<file path="src/rtl/riscv_pkg.sv">
// RV32 integer-core shared constants used by decode, forwarding and the register file.
// Latency: none; this package holds only constants and types.
// Backpressure: not applicable; there are no ports.
package riscv_pkg;

   localparam int XLEN      = 32;
   localparam int REG_IDX_W = 5;

   typedef logic [REG_IDX_W-1:0] reg_idx_t;

   // Architectural zero register index, shared with the forwarding logic.
   localparam reg_idx_t REG_ZERO = 5'd0;

endpackage : riscv_pkg

</file>
<file path="src/rtl/reg_file.sv">
// RV32 register file: x0 hardwired to zero, two combinational read ports, one write port.
// Latency: reads are zero-cycle; a write commits on the next rising clk edge.
// Backpressure: none; every write is accepted, and the last write to a register wins.
module reg_file
   import riscv_pkg::*;
#(
   parameter int XLEN   = riscv_pkg::XLEN,
   parameter int NREGS  = 32,
   parameter bit BYPASS = 1'b1
) (
   input  logic                 clk,
   input  logic                 reset_n,
   input  logic [REG_IDX_W-1:0] rs1,
   output logic [XLEN-1:0]      rdata1,
   input  logic [REG_IDX_W-1:0] rs2,
   output logic [XLEN-1:0]      rdata2,
   input  logic [REG_IDX_W-1:0] wreg,
   input  logic [XLEN-1:0]      wdata,
   input  logic                 wen
);

   // x0 has no storage, so the array starts at index 1.
   logic [XLEN-1:0] regs [1:NREGS-1];

   // A write is forwarded only when it will really commit on this edge.
   // During reset it will not commit, so reads see the stored contents.
   logic wr_live;
   assign wr_live = BYPASS && reset_n && wen && (wreg != REG_ZERO);

   // Array update: reset clears every register and takes priority; writes to x0 are dropped.
   always_ff @(posedge clk) begin
      if (!reset_n) begin
         for (int i = 1; i < NREGS; i++) begin
            regs[i] <= '0;
         end
      end else if (wen && (wreg != REG_ZERO)) begin
         regs[wreg] <= wdata;
      end
   end

   // Port 1 read mux: zero for x0, the live write data on an index match, else the stored value.
   always_comb begin
      rdata1 = '0;
      if (rs1 != REG_ZERO) begin
         if (wr_live && (wreg == rs1)) begin
            rdata1 = wdata;
         end else begin
            rdata1 = regs[rs1];
         end
      end
   end

   // Port 2 read mux: same rules as port 1, evaluated independently.
   always_comb begin
      rdata2 = '0;
      if (rs2 != REG_ZERO) begin
         if (wr_live && (wreg == rs2)) begin
            rdata2 = wdata;
         end else begin
            rdata2 = regs[rs2];
         end
      end
   end

endmodule : reg_file

</file>
<file path="config.mk">
export PLATFORM = sky130hd
export DESIGN_NAME = reg_file
export DESIGN_NICKNAME = d
export VERILOG_FILES = /design/src/rtl/riscv_pkg.sv /design/src/rtl/reg_file.sv
export SDC_FILE = /design/constraint.sdc
export NUM_CORES = 2
export LEC_CHECK = 0
export CAP_MARGIN = 20
export CORE_MARGIN = 10
export CORE_UTILIZATION = 63
export DETAILED_ROUTE_END_ITERATION = 8
export PLACE_DENSITY_LB_ADDON = 0.05
export SYNTH_ARGS = -nofsm -noshare
export SYNTH_HDL_FRONTEND = slang
export SYNTH_SLANG_ARGS = --single-unit
</file>
<file path="constraint.sdc">
create_clock -name clk -period 5.6 [get_ports clk]
set_input_delay 1.12 -clock clk [delete_from_list [all_inputs] [get_ports clk]]
set_output_delay 1.12 -clock clk [all_outputs]
set_load 0.01 [all_outputs]
</file>
==> impl_metrics.toml <==
[place]
io_buffers = 113
place_congestion = 1.002
place_hpwl_mm = 133.2
dp.cells = 5167
placed_area_sq_um = 59830

[cells_and_area]
synthToLayoutAreaGrowth_pct = 13.79
fin_cells = 5376
largest_reg_flops = 1024
top_register = "regs"
fin_area_sq_um = 63570
final_common_cell = "edfxtp_1"
finalNetCount = 4162
most-common-layout-cells = "edfxtp_1, and2_1, mux2i_1"
top_regs = "regs x1024"
drive_gt1_share_pct = 20.55

[clocking]
cts-resized-gates = 0
cts_tree = "done"
root_buffer = "clkbuf_16"
post_cts.repair.setup_buffers = 0
cts_hold_buf = 0
clk_pin_slew_worst_paths_ps = 60
cts_max_level = 3
cts.sinks = 1024
cts-buffers-inserted = 108
max-clock-path-buffers = 3

[critical_path]
start_kind = "primary input"
crit_path_end_kind = "primary output"
criticalPathCategory = "in -> out"
cp_data_required_time_ps = 4480
critPathArrivalTime_ps = 4510
cp_max_fo = 9

[drt]
ant_nets = 0
via_count = 40440
drt_wl_total_mm = 208.7
drt_iter0_drc = 7070
drt_first_pass_iters = 8
drc_errors = 0
wl_per_cell_um = 38.82
via_per_inst = 7.521

[global_routing]
grt_pass1_vias = 40020
grtUsageTotal_pct = 40.32
overflow = 0
grt_antenna_before_repair = 12
grt_max_degree = 68
grt_first_pass_wirelength_mm = 293.3

[timing]
slew-limit-headroom_pct = 19.25
slew_viol_final = 0
period_share_pct = 100.5
period_minus_slack_ps = 5629
fmax_mhz = 177.7
hold_violations = 0
finalSetupViolCount = 1
tightest_slew_ps = 1207
fin_ws_ps = -28.54
whs_ps = 1249
rsz0062_at_grt = "false"

[logic_synthesis]
syn_avg_cell_area_sq_um = 13.93
yosysTopAreaCellShare_pct = 55.04
synth_cells = 4011
synth.ff_latch_count = 1024
syn_area_sq_um = 55870
ys.flop_type = "edfxtp_1"
synth_warnings = 0
async_flop_share_pct = 0
synth.distinct_cells = 65
synth_edf_count = 1024
yosysTopAreaCell = "edfxtp_1"
ys_top_cells_by_area = "edfxtp_1, mux4_2, and2_1, mux2i_1, clkbuf_1"
ys_seq_area_share_pct = 55.04

[floorplan]
die-area_sq_um = 101000
start_util_pct = 63.32
io_pins = 114
core-area_sq_um = 88240
die_w_um = 317.8
rows = 109
dieHeight_um = 317.8

[power_and_ir_drop]
p_per_area_nw_per_um2 = 305.3
fin_total_pwr_mw = 19.41
ir_drop_uv = 308.8
p_leak_nw = 22.89

[run]
max_cap_violations = 0

[hold_path]
whs_endpoint = "regs[31][24]"
hp-start = "reset_n"
hold_depth = 4
hold_path_class = "in -> reg"

[outcome]
status = "complete, but fails checks"
violations = "negative setup slack"
==> where the power goes <==
group | total (mW) | switching, mW | internal, mW
Combinational | 2.68 | 1.60 | 1.07
Sequential | 9.09 | 0.234 | 8.86
Clock | 7.64 | 3.07 | 4.57
Total | 19.4 | 4.91 | 14.5
==> logic make-up (layout without fill, tap and decap cells) <==
kind of cell / after synthesis / after routing / share of synthesized area, %
mux: 762 / 762 / 20.42
simple gates: 1237 / 1237 / 13.32
xor+xnor: 10 / 10 / 0.1568
flops: 1024 / 1024 / 55.04
buf+inv: 431 / 589 / 3.633
other cells: 1 / 43 / 0.006712
compound gates: 546 / 546 / 7.431
==> how the worst max path moves through the flow <==
stage	from	to	slack [ps]	cells past startpoint
after floorplan	wreg[3]	regs[20][0]	900	6
after global placement	rs2[2]	rdata2[7]	260	7
after detailed placement	wreg[4]	rdata2[0]	300	8
after CTS	wreg[4]	rdata2[0]	260	8
after global routing	wreg[2]	rdata2[0]	50	7
final	wreg[4]	rdata2[0]	-30	8
==> worst max-delay path, stage by stage <==
cell             delay, ps
clkdlybuf4s50_1        410
buf_4                  170
xnor2_1                390
o311ai_4               190
o21ai_2                920
a211oi_1               340
a221o_1                430
clkdlybuf4s50_1        520
==> stage by stage <==
step	util, %	setup TNS (ps)	worst slack (ps)
floorplan	-	0	895.4
global placement	67.72	0	255.9
detailed placement	67.80	0	304.6
CTS	72.01	0	260.0
global route	72.01	0	46.39
finish	72.05	-28.54	-28.54
==> area by class of cell <==
class	count	area, sq um
Antenna cell	11	27.53
Clock buffer	130	2849
Clock inverter	68	867.1
Fill cell	5711	24670
Inverter	4	15.01
Multi-Input combinational cell	2587	23800
Sequential cell	1024	30750
Tap cell	1165	1458
Timing Repair Buffer	387	3805
==> cells in the mapped netlist (48+ instances only) <==
cell,n
a21oi_1,48
a221oi_1,60
and2_1,994
buf_2,67
clkbuf_1,290
edfxtp_1,1024
mux2i_1,460
mux4_2,302
nor2_1,85
nor3_1,48
o21ai_0,68
o22ai_1,119
==> routing by layer <==
metal	track usage, %	vias up	wire length [um]
met2	60.63	3808	93090
met1	49.70	20090	68020
met4	27.07	12	16150
li1	-	15580	-
met5	0	-	74
met3	12.89	942	31380
Note: power is estimated with default switching activity, not from simulation.
